**src/rtl/lfsr_gen.sv**
```systemverilog
`timescale 1ns/1ps
// -----------------------------------------------------------------------------
// lfsr_gen : parametrised Fibonacci LFSR with seed loading, lockup protection,
//            a registered period-return pulse and a hardware period checker.
//
// Parameters
//   W          : LFSR width in bits (3..24)
//   TAPS       : W-bit feedback mask, bit i set = state[i] feeds back
//   RESET_SEED : non-zero state used at reset and in place of a zero SEED
//
// Ports
//   CLK         in   rising-edge clock
//   RESET       in   asynchronous active-low reset
//   LFSR_EN     in   advance the LFSR one step this cycle
//   LOAD        in   load SEED this cycle (wins over LFSR_EN)
//   SEED        in   W-bit seed value used by LOAD
//   CLR_ERR     in   synchronous clear of LFSR_ERR (a coinciding set wins)
//   LFSR_STATE  out  current state register
//   LFSR_BIT    out  serial output, LFSR_STATE[W-1]
//   LFSR_PERIOD out  one-cycle pulse: state has just returned to the reference
//   LFSR_ERR    out  sticky: observed period differs from 2^W-1
// -----------------------------------------------------------------------------
module lfsr_gen #(
  parameter int          W          = 8,
  parameter logic [W-1:0] TAPS       = W'('hB8),
  parameter logic [W-1:0] RESET_SEED = W'(1)
) (
  input  logic         CLK,
  input  logic         RESET,
  input  logic         LFSR_EN,
  input  logic         LOAD,
  input  logic [W-1:0] SEED,
  input  logic         CLR_ERR,
  output logic [W-1:0] LFSR_STATE,
  output logic         LFSR_BIT,
  output logic         LFSR_PERIOD,
  output logic         LFSR_ERR
);

  // A zero reset seed would lock the register up; fall back to 1 in that case.
  localparam logic [W-1:0] SEED_SAFE = (RESET_SEED == '0) ? W'(1) : RESET_SEED;

  // CNT+1 == 2^W-1 is the same as CNT == 2^W-2 (all ones except the LSB).
  localparam logic [W-1:0] CNT_LAST = {{(W-1){1'b1}}, 1'b0};

  logic [W-1:0] state_q, state_d;
  logic [W-1:0] ref_q,   ref_d;
  logic [W-1:0] cnt_q,   cnt_d;
  logic         period_q, period_d;
  logic         err_q,    err_d;
  logic         err_set;

  logic [W-1:0] fb_terms;
  logic         fb;
  logic [W-1:0] nxt;
  logic [W-1:0] load_val;

  // Feedback taps: each term is a state bit gated by its mask bit.
  generate
    for (genvar gi = 0; gi < W; gi++) begin : g_fb
      assign fb_terms[gi] = TAPS[gi] & state_q[gi];
    end
  endgenerate

  assign fb       = ^fb_terms;
  assign nxt      = {state_q[W-2:0], fb};
  assign load_val = (SEED == '0) ? SEED_SAFE : SEED;

  always_comb begin
    state_d  = state_q;
    ref_d    = ref_q;
    cnt_d    = cnt_q;
    period_d = 1'b0;
    err_set  = 1'b0;

    if (LOAD) begin
      // Loading also re-arms the period checker from the new reference.
      state_d = load_val;
      ref_d   = load_val;
      cnt_d   = '0;
    end else if (LFSR_EN) begin
      state_d  = nxt;
      period_d = (nxt == ref_q);
      if (nxt == ref_q) begin
        cnt_d   = '0;
        err_set = (cnt_q != CNT_LAST);  // returned early: short cycle
      end else if (cnt_q == CNT_LAST) begin
        cnt_d   = '0;
        err_set = 1'b1;                 // full period elapsed without return
      end else begin
        cnt_d = cnt_q + 1'b1;
      end
    end

    // Set-dominant sticky flag.
    err_d = err_set | (err_q & ~CLR_ERR);
  end

  always_ff @(posedge CLK or negedge RESET) begin
    if (!RESET) begin
      state_q  <= SEED_SAFE;
      ref_q    <= SEED_SAFE;
      cnt_q    <= '0;
      period_q <= 1'b0;
      err_q    <= 1'b0;
    end else begin
      state_q  <= state_d;
      ref_q    <= ref_d;
      cnt_q    <= cnt_d;
      period_q <= period_d;
      err_q    <= err_d;
    end
  end

  assign LFSR_STATE  = state_q;
  assign LFSR_BIT    = state_q[W-1];
  assign LFSR_PERIOD = period_q;
  assign LFSR_ERR    = err_q;

endmodule

```
**config.mk**
```make
export PLATFORM = sky130hd
export DESIGN_NAME = lfsr_gen
export DESIGN_NICKNAME = d
export VERILOG_FILES = /design/src/rtl/lfsr_gen.sv
export SDC_FILE = /design/constraint.sdc
export NUM_CORES = 1
export LEC_CHECK = 0
export ABC_AREA = 1
export BUFFER_PORTS_ARGS = -buffer_cell sky130_fd_sc_hd__buf_4
export CAP_MARGIN = 10
export CORE_MARGIN = 1
export CORE_UTILIZATION = 55
export DETAILED_ROUTE_END_ITERATION = 12
export GPL_TIMING_DRIVEN = 0
export PLACE_DENSITY = 0.78
export SLEW_MARGIN = 0
export SYNTH_ARGS = -nofsm -noshare
export SYNTH_HDL_FRONTEND = slang
export SYNTH_SLANG_ARGS = --single-unit
export TNS_END_PERCENT = 20
```
**constraint.sdc**
```tcl
create_clock -name CLK -period 2 [get_ports CLK]
set_clock_uncertainty 0.2 [all_clocks]
set_input_delay 0.1 -clock CLK [delete_from_list [all_inputs] [get_ports CLK]]
set_output_delay 0.1 -clock CLK [all_outputs]
set_load 0.01 [all_outputs]
```
# Word level (Yosys, flattened, before mapping)
# Cells that the tools add are included.
# op_classes
eq_ne,3
mux,13
n_addsub,1
n_bitwise,3
reduce_logical,3
# op_table
op,count
$mux W8,7
$add A8 B1 Y8 const B,1
$eq A8 B8 Y1,1
$eq A8 B8 Y1 const B,1
$logic_not A8 Y1,1
$ne A8 B8 Y1 const B,1
$reduce_xor A8 Y1,1
$mux W1,6
$reduce_bool A2 Y1,1
$and A1 B1 Y1,1
$not A1 Y1,1
$or A1 B1 Y1,1
# word_totals
in_bits,13
output_inout_bits,11
regBits,26

# Depth between registers and ports, before layout
# Gate-level depths: netlist (run 1).
# depth
ltp_word,6
ltp_mapped,10
mapped_depth_nobuf,10

# Least setup slack after synthesis (run 1)
# OpenSTA, ideal clock, no wires.
# synth_path
path_kind,register to register
startpoint,"register state_q[0], in the netlist LFSR_STATE[0]"
endpoint,register cnt_q[6]
path_stages_with_launch,10
required_time_ns,1.683
n_path_buf,0
setup_time_ns,0.117
arrival_time_ns,1.224
synth_period_minus_slack_ns,1.541
slack_ns,0.459
path_cell_list,dfstp_2 -> inv_1 -> nand2_1 -> nand2_1 -> nor2_1 -> nand2_2 -> nor2_4 -> nand3_4 -> nand3_1 -> nand2_1
# synth_between
elab_chain_len,4
# synth_lines
item,line,text
start: declaration,46,"logic [W-1:0] state_q, state_d;"
start signal: assignment,107,state_q <= state_d;
$eq A8 B8 Y1,84,if (nxt == ref_q) begin
$mux W8,84,
$mux W8,81,end else if (LFSR_EN) begin
$mux W8,76,if (LOAD) begin
end signal: assignment,109,cnt_q <= cnt_d;
end: declaration,48,"logic [W-1:0] cnt_q, cnt_d;"
# Every way passes these cells. The select of a mux whose other input is x is not followed.
# A chain may end at the register's enable or synchronous reset.

# Final worst setup path (run 1)
# layout_path
startpoint,"register state_q[0], in the netlist LFSR_STATE[0]"
endpoint,register cnt_q[0]
# Same word-level chain as after synthesis.

==> results_dict.tcl, run 1 <==
set metrics [dict create \
    crit_type "flop to flop" \
    report.final.slew_viol_count 0 \
    root_buffer "clkbuf_4" \
    internal_power_mw 0.803 \
    holdWs_ns -0.0207 \
    wirelength_mm 3.34 \
    tightest_slew_ns 0.426 \
    grt_pass1_vias 1306 \
    layout_commonest_cell "nand2_1" \
    h-tree-depth 1 \
    grt_overflow 0 \
    synth_area_leaders "dfrtp_1 41%, nand2_1 15%, inv_1 5.9%" \
    synth_top_area_frac 0.412 \
    area_growth_pct 26.7 \
    firstDrtPassIters 4 \
    setup_violations 0 \
    rows 18 \
    final_area_um2 1850 \
    rsz0062_at_grt "no" \
    ys_types 27 \
    max_slew_margin 0.716 \
    path_max_fanout 10 \
    diodes 0 \
    clock_latency_ns 0.34 \
    yosys_warnings 0 \
    drcViolationCount 0 \
    ys_ff_latch 26 \
    synthesis.nets 198 \
    syn_avg_cell_area_um2 7.97 \
    crit_arrival_ns 1.79 \
    yosysTopAreaCell "dfrtp_1" \
    grt_pass1_wl_mm 5.58 \
    die_area_um2 2860 \
    dp_hpwl_mm 2.25 \
    wl_per_cell_um 13.2 \
    cts_setup_buffers 0 \
    end_kind "flop" \
    cts_tree "yes" \
    final_antenna_net_count 0 \
    failed_checks "hold timing" \
    power_mw 1.17 \
    drive_above_1_share 0.232 \
    syn_area_um2 1460 \
    ir_drop_mv 0.539 \
    p_seq_frac 0.512 \
    cts_buffers 3 \
    fin_nets 240 \
    hold_class "primary input to asynchronous set/reset pin" \
    combPwrFrac 0.248 \
    required_ns 2.04 \
    power_frac_clock 0.240 \
    sw_frac_of_total 0.314 \
    fin_setup_tns_ns 0 \
    period_share 0.874 \
    max_freq_mhz 572 \
    ctsLongestPathBuffers 2 \
    drt_iter0_markers 33 \
    outcome "complete, but fails checks" \
    power_density_nw_per_um2 633 \
    grtUsageTotal 0.281 \
    power.leakage_nw 0.976 \
    via_per_inst 5.31 \
    clk_pin_slew_ns 0.15 \
    port_buffers 22 \
    die_h_um 53.5 \
    syn_inst 183 \
    die_x_um 53.5 \
    cts-resized-gates 0 \
    fill_cells 179 \
    hold_viol 24 \
    p_sw_mw 0.367 \
    drv_cap 0 \
    clock-sinks 26 \
    io_pins 24 \
    period_minus_slack_ns 1.75 \
    vias 1348 \
    gp_congestion 0.752 \
    seq_area_frac_synth 0.448 \
    place_area_um2 1660 \
    antenna_found_initial 0 \
    final_cell_mix "57 x nand2_1, 24 x dfrtp_1, 23 x inv_1, 23 x buf_4, 15 x dlygate4sd3_1" \
    core_um2 2500 \
    grt_max_degree 27 \
    worstSetupStartpointType "flop" \
    start_util 0.584 \
]
-- timing repair --
action / CTS / global route
hold endpoints to repair: 49 / 0
endpoints found under the setup margin: 0 / 0
hold buffers: 15 / 0
-- power groups by stage --
stage	logic [mW]	clock network (mW)	registers (mW)
after floorplan	0.163	0	0.611
after global placement	0.256	0	0.606
after detailed placement	0.264	0	0.608
after CTS	0.288	0.276	0.598
after global routing	0.326	0.302	0.604
final	0.290	0.281	0.599
-- cell families (layout without fill, tap and decap cells) --
logic type      Yosys count  after routing  share of synthesized area
compound gates           18             18                     0.0840
xor+xnor                  6              6                     0.0360
fa+ha+maj                 2              2                     0.0171
buf+inv                  32             73                     0.0926
flops                    26             26                      0.448
simple gates             99             99                      0.322
-- area by class of cell --
class                      count  area [µm²]  area share
multi-input combinational    125         671       0.363
sequential                    26         653       0.353
timing repair buffer          37         315       0.171
inverter                      28         105      0.0569
tap                           30        37.5      0.0203
clock buffer                   4        36.3      0.0196
buffer                         4        30.0      0.0162
-- worst max-delay path, cell delays in order (launching register included) --
cell and delay, ns:
dfstp_2 0.58, inv_1 0.06, nand2_1 0.05, nand2_1 0.06
nor2_1 0.18, nand2_2 0.09, nor2_4 0.12, nand3_4 0.15
nand3_1 0.11, nand2_1 0.06
-- synthesized netlist by cell type, drive strengths merged --
| cell | number |
|---|---|
| dfrtp | 24 |
| xor2 | 4 |
| o311ai | 1 |
| ha | 2 |
| nand2 | 65 |
| a21oi | 1 |
| dfstp | 2 |
| xnor2 | 2 |
| nand3 | 15 |
| o221ai | 6 |
| nor2 | 17 |
| buf | 2 |
| inv | 28 |
| a31o | 1 |
| nor3 | 2 |
| clkbuf | 2 |
| o21ai | 8 |
| a22oi | 1 |
-- metal layers --
layer,GRT usage,vias up,wire (µm)
li1,-,658,-
met1,0.347,636,1470
met2,0.463,41,1630
met3,0.0374,13,125
met4,0.171,0,115
met5,0,-,0
-- flip-flops by register name, summed over array words and instances (netlist names) --
signal       cells
LFSR_ERR         1
LFSR_PERIOD      1
LFSR_STATE       8
cnt_q            8
ref_q            8
-- path summary, 6_finish.rpt --
kind | startpoint | endpoint | slack (ns) | depth (start not counted)
worst max-delay path | LFSR_STATE[0]$_DFFE_PN1P_ | cnt_q[0]$_DFFE_PN0P_ | 0.25 | 9
worst min-delay path | RESET | ref_q[6]$_DFFE_PN0P_ | -0.02 | 2
worst max register to register | LFSR_STATE[0]$_DFFE_PN1P_ | cnt_q[0]$_DFFE_PN0P_ | 0.25 | 9
worst min register to register | cnt_q[5]$_DFFE_PN0P_ | cnt_q[5]$_DFFE_PN0P_ | 0.33 | 2
max in group asynchronous | RESET | LFSR_STATE[0]$_DFFE_PN1P_ | 1.32 | 2
min in group CLK | cnt_q[5]$_DFFE_PN0P_ | cnt_q[5]$_DFFE_PN0P_ | 0.33 | 2
-- stage by stage --
step                       util  cells  setup WS, ns
after floorplan               -    183         0.459
after global placement    0.665    235         0.332
after detailed placement  0.665    235         0.299
after CTS                 0.739    254         0.269
after global routing      0.739    254         0.157
final                     0.739    254         0.253
Power figures use the tool's default switching activity.
==> run 2: changes to the inputs <==
--- a/config.mk
+++ b/config.mk
@@ -5,11 +5,10 @@
 export SDC_FILE = /design/constraint.sdc
 export NUM_CORES = 1
 export LEC_CHECK = 0
-export ABC_AREA = 1
 export BUFFER_PORTS_ARGS = -buffer_cell sky130_fd_sc_hd__buf_4
 export CAP_MARGIN = 10
 export CORE_MARGIN = 1
-export CORE_UTILIZATION = 55
+export CORE_UTILIZATION = 54
 export DETAILED_ROUTE_END_ITERATION = 12
 export GPL_TIMING_DRIVEN = 0
 export PLACE_DENSITY = 0.78
==> run 2 against run 1 <==
Net effect:
- count of clock-buffer cells in the layout is the same
- largest cell class is now sequential cells
- the run now ends clean
- critical path type unchanged
- non-clock buffer count is the same
- routed wire length decreased by 9.3%
- highest routed layer unchanged
- critical path depth is 4 lower
- die area shrank 5.6%
- maximum frequency down 6.0%
- via count shrank 13%
- synthesized cell count down 25%
- combinational power fell by 10%
- register-to-register slack lost 0.11 ns
==> results_dict.tcl, run 2 <==
set metrics [dict create \
    outcome "finished, final reports clean" \
    topRoutingLayerUsed "met4" \
    grtUsageTotal 0.267 \
    core_um2 2280 \
    synth_ff_type "dfrtp_1" \
    path_max_fanout 10 \
    grt_pass1_wl_mm 5.29 \
    drive_above_1_share 0.208 \
    regArea_um2 653 \
    hold_buffers 13 \
    grt_max_degree 27 \
    wirelength_mm 3.03 \
    firstDrtPassIters 4 \
    max_slew_margin 0.559 \
    via_per_inst 5.67 \
    ir_drop_mv 0.502 \
    ctsLongestPathBuffers 2 \
    synthesis.nets 153 \
    period_minus_slack_ns 1.86 \
    tightest_slew_ns 0.661 \
    internal_power_mw 0.813 \
    power_mw 1.14 \
    combPwrFrac 0.228 \
    fin_nets 194 \
    seq_area_frac_synth 0.484 \
    wl_met2_mm 1.44 \
    wirelength_met1_mm 1.42 \
    io_pins 24 \
    drv_cap 0 \
    async_flop_share 1.00 \
    vias 1167 \
    synth_most_common_cell "dfrtp_1" \
    sw_frac_of_total 0.287 \
    rows 17 \
    syn_inst 138 \
    end_kind "flop" \
    area_growth_pct 27.7 \
    clock-sinks 26 \
    synth-edff-count 0 \
    holdWs_ns 0.00128 \
    grt_pass1_vias 1151 \
    power_density_nw_per_um2 662 \
    final_cell_mix "24 x dfrtp_1, 24 x buf_4, 18 x o21ai_0, 17 x inv_1, 14 x nand2_1" \
    cts_setup_buffers 0 \
    yosysTopAreaCell "dfrtp_1" \
    start_util 0.593 \
    final_area_um2 1720 \
    dp_hpwl_mm 2.03 \
    drt_iter0_markers 48 \
    synth_top_area_frac 0.445 \
    report.final.slew_viol_count 0 \
    worstSetupStartpointType "flop" \
    synth_area_leaders "dfrtp_1 45%, o21ai_0 6.7%, mux2i_1 5.2%" \
    antenna_found_initial 0 \
    routed-wl-met3_um 153 \
    cts-resized-gates 0 \
    period_share 0.930 \
    final_antenna_net_count 0 \
    ys_ff_latch 26 \
    hold_class "primary input to asynchronous set/reset pin" \
    syn_area_um2 1350 \
    crit_arrival_ns 1.88 \
    root_buffer "clkbuf_4" \
    syn_avg_cell_area_um2 9.77 \
    max_freq_mhz 538 \
    clk_pin_slew_ns 0.15 \
    place_area_um2 1560 \
    cts_buffers 3 \
    yosys_warnings 0 \
    ys_types 31 \
    multi_input_area_um2 608 \
    hold_viol 0 \
    power_frac_clock 0.236 \
    wl_per_cell_um 14.7 \
    p_seq_frac 0.536 \
    clock_latency_ns 0.32 \
    port_buffers 23 \
    drcViolationCount 0 \
    gp_congestion 0.800 \
    ys_top_cells_by_count "24 x dfrtp_1, 18 x o21ai_0, 17 x inv_1" \
    rsz0062_at_grt "no" \
    fin_setup_tns_ns 0 \
    grt_overflow 0 \
    power.leakage_nw 0.785 \
    h-tree-depth 1 \
    fill_cells 171 \
    crit_type "flop to flop" \
    p_sw_mw 0.327 \
    die_area_um2 2700 \
    setup_violations 0 \
    required_ns 2.02 \
    diodes 0 \
    cts_tree "yes" \
    die_x_um 52.0 \
    die_h_um 52.0 \
]
-- run 2: cells by family after synthesis --
group,after synthesis,synth area share
fa+ha+maj,2,0.0185
flops,26,0.484
compound gates,33,0.138
xor+xnor,12,0.0946
mux,7,0.0520
simple gates,36,0.148
buf+inv,22,0.0649
-- run 2: path summary, 6_finish.rpt --
| kind | startpoint | to | slack [ns] | cells past startpoint |
|---|---|---|---|---|
| max reg2reg | LFSR_STATE[3]$_DFFE_PN0P_ | cnt_q[2]$_DFFE_PN0P_ | 0.14 | 5 |
| max in group asynchronous | RESET | ref_q[0]$_DFFE_PN1P_ | 1.30 | 2 |
| min reg2reg | ref_q[0]$_DFFE_PN1P_ | ref_q[0]$_DFFE_PN1P_ | 0.30 | 2 |
| min in group CLK | ref_q[0]$_DFFE_PN1P_ | ref_q[0]$_DFFE_PN1P_ | 0.30 | 2 |
| max | LFSR_STATE[3]$_DFFE_PN0P_ | cnt_q[2]$_DFFE_PN0P_ | 0.14 | 5 |
| min | RESET | LFSR_STATE[2]$_DFFE_PN0P_ | 0.001 | 2 |
-- run 2: final cells by class --
type / instances / share of cell area
well taps: 28 / 0.0203
plain buffers: 5 / 0.0138
inverters: 17 / 0.0370
clock buffers: 4 / 0.0211
repair buffers: 36 / 0.176
flip-flops and latches: 26 / 0.379
multi-input cells: 90 / 0.353
-- run 2: worst max-delay path, cell delays in order, from the launching register on --
cell     delay, ns
dfrtp_1       0.50
xor2_1        0.20
nor3_1        0.35
nand3_4       0.21
a31oi_1       0.20
o22ai_1       0.11
-- run 2: per-stage QoR --
step           instances  setup slack (ns)  utilization
3_3_place_gp         189             0.178        0.684
5_1_grt              206            0.0111        0.757
3_5_place_dp         189             0.157        0.684
4_1_cts              206             0.138        0.757
6_report             206             0.141        0.757
2_1_floorplan        138             0.244            -
-- run 2: power groups by stage --
stage	sequential [mW]	clock, mW	combinational, mW
global route	0.616	0.288	0.288
floorplan	0.619	0	0.142
finish	0.611	0.270	0.260
CTS	0.610	0.273	0.260
global placement	0.616	0	0.232
detailed placement	0.620	0	0.238
-- run 2: routing by layer --
metal / vias to the layer above / GRT usage
met3: 4 / 0.0351
met5: - / 0
met2: 54 / 0.423
met1: 558 / 0.381
met4: 0 / 0.0721
li1: 551 / -
==> run 3: changes to the inputs <==
==> constraint.sdc (replaced) <==
create_clock -name CLK -period 2 [get_ports CLK]
set_clock_uncertainty 0.2 [all_clocks]
set_input_delay 0 -clock CLK [delete_from_list [all_inputs] [get_ports CLK]]
set_output_delay 0 -clock CLK [all_outputs]
set_load 0.01 [all_outputs]
==> run 3 against run 2 <==
Net effect:
- combinational power rose by 2%
- routed wire length rose by 1.8%
- flip-flop and latch count did not move
- register-to-register slack barely moved
- largest power group unchanged
- sequential power barely moved
- worst setup slack got worse by 0.0061 ns
- first-iteration DRC count rose by 23%
- worst hold slack improved by 0.22 ns
- maximum frequency fell by 0.32%
- clock power barely moved
- power rose by 0.61%
==> results_dict.tcl, run 3 (synthesis results as in run 2) <==
set metrics [dict create \
    crit_family "simple AND/OR/NAND/NOR gates" \
    drv_cap 0 \
    via_per_inst 5.62 \
    hold_viol 0 \
    gp_congestion 0.800 \
    die_x_um 52.0 \
    max_slew_margin 0.558 \
    grt_pass1_vias 1157 \
    crit_path_top_delay_cell "dfrtp_1" \
    path_max_fanout 10 \
    report.final.slew_viol_count 0 \
    cts_setup_buffers 0 \
    crit_arrival_ns 1.88 \
    fill_cells 169 \
    final_cell_mix "24 x dfrtp_1, 24 x buf_4, 18 x o21ai_0, 17 x inv_1" \
    final_antenna_net_count 0 \
    wirelength_mm 3.09 \
    start_util 0.593 \
    port_buffers 23 \
    dp_hpwl_mm 2.03 \
    cts_tree "yes" \
    grt_max_degree 25 \
    grt_overflow 0 \
    end_kind "flop" \
    root_buffer "clkbuf_4" \
    hold_buffers 15 \
    ir_drop_mv 0.490 \
    tightest_slew_ns 0.663 \
    hold_class "primary input to flop" \
    drive_above_1_share 0.211 \
    clock-sinks 26 \
    multi_input_area_um2 608 \
    die_h_um 52.0 \
    drt_iter0_markers 59 \
    worstSetupStartpointType "flop" \
    crit_buf_inv 0 \
    power.leakage_nw 0.799 \
    final_area_um2 1750 \
    drcViolationCount 0 \
    regArea_um2 653 \
    grt_pass1_wl_mm 5.37 \
    clk_pin_slew_ns 0.15 \
    diodes 0 \
    fin_setup_tns_ns 0 \
    crit_path_cell_trace "xor2_1, nor4_2, nand3_4, a31oi_1, o22ai_1" \
    holdWs_ns 0.220 \
    die_area_um2 2700 \
    ctsLongestPathBuffers 2 \
    cts-resized-gates 0 \
    area_growth_pct 30.0 \
    power_mw 1.15 \
    rsz0062_at_grt "no" \
    place_area_um2 1560 \
    max_freq_mhz 536 \
    required_ns 2.01 \
    clock_latency_ns 0.32 \
    cts_buffers 3 \
    setup_violations 0 \
    vias 1168 \
    period_minus_slack_ns 1.87 \
    power_density_nw_per_um2 654 \
    h-tree-depth 1 \
    rows 17 \
    fin_nets 196 \
    crit_type "flop to flop" \
    io_pins 24 \
    antenna_found_initial 0 \
    grtUsageTotal 0.272 \
    max_stage_delay_ns 0.46 \
    wl_per_cell_um 14.8 \
    core_um2 2280 \
    period_share 0.933 \
    outcome "finished, final reports clean" \
    firstDrtPassIters 4 \
]
run 3: worst paths after layout:
path                                             endpoint  slack, ns                      start  depth (start not counted)
worst max-delay path                 cnt_q[4]$_DFFE_PN0P_       0.13  LFSR_STATE[4]$_DFFE_PN0P_                          5
worst max register to register       cnt_q[4]$_DFFE_PN0P_       0.13  LFSR_STATE[4]$_DFFE_PN0P_                          5
min in group asynchronous            cnt_q[1]$_DFFE_PN0P_       0.49                      RESET                          4
max in group asynchronous       LFSR_STATE[3]$_DFFE_PN0P_       0.96                      RESET                          4
worst min-delay path                   LFSR_ERR$_DFF_PN0_       0.22                    CLR_ERR                          3
worst min register to register       ref_q[0]$_DFFE_PN1P_       0.30       ref_q[0]$_DFFE_PN1P_                          2
run 3: worst min-delay path, stage by stage:
cell           delay (ns)
dlygate4sd3_1        0.53
buf_4                0.11
o22ai_2              0.07
run 3: per-stage QoR:
step | utilization | std cells | setup WS [ns]
CTS | 0.770 | 208 | 0.138
global route | 0.770 | 208 | 0.0168
finish | 0.770 | 208 | 0.135
floorplan | - | 138 | 0.244
detailed placement | 0.684 | 189 | 0.157
global placement | 0.684 | 189 | 0.178
run 3: final cells by class:
class                      count  share of cell area
timing repair buffer          38               0.190
sequential                    26               0.373
multi-input combinational     90               0.347
clock buffer                   4              0.0207
tap                           28              0.0200
buffer                         5              0.0136
inverter                      17              0.0364
run 3: where the power goes:
part / leakage [nW] / switching [mW] / internal (mW) / total (mW)
Clock: 0.0210 / 0.159 / 0.111 / 0.270
Combinational: 0.448 / 0.124 / 0.142 / 0.266
Sequential: 0.329 / 0.0451 / 0.566 / 0.611
Total: 0.799 / 0.328 / 0.819 / 1.15
run 3: per-layer routing:
metal  GRT usage  wire length (µm)  up-vias
met4      0.0676                14        0
li1            -                 -      556
met2       0.423              1490       46
met3      0.0351               154        2
met1       0.398              1430      564
met5           0                 0        -
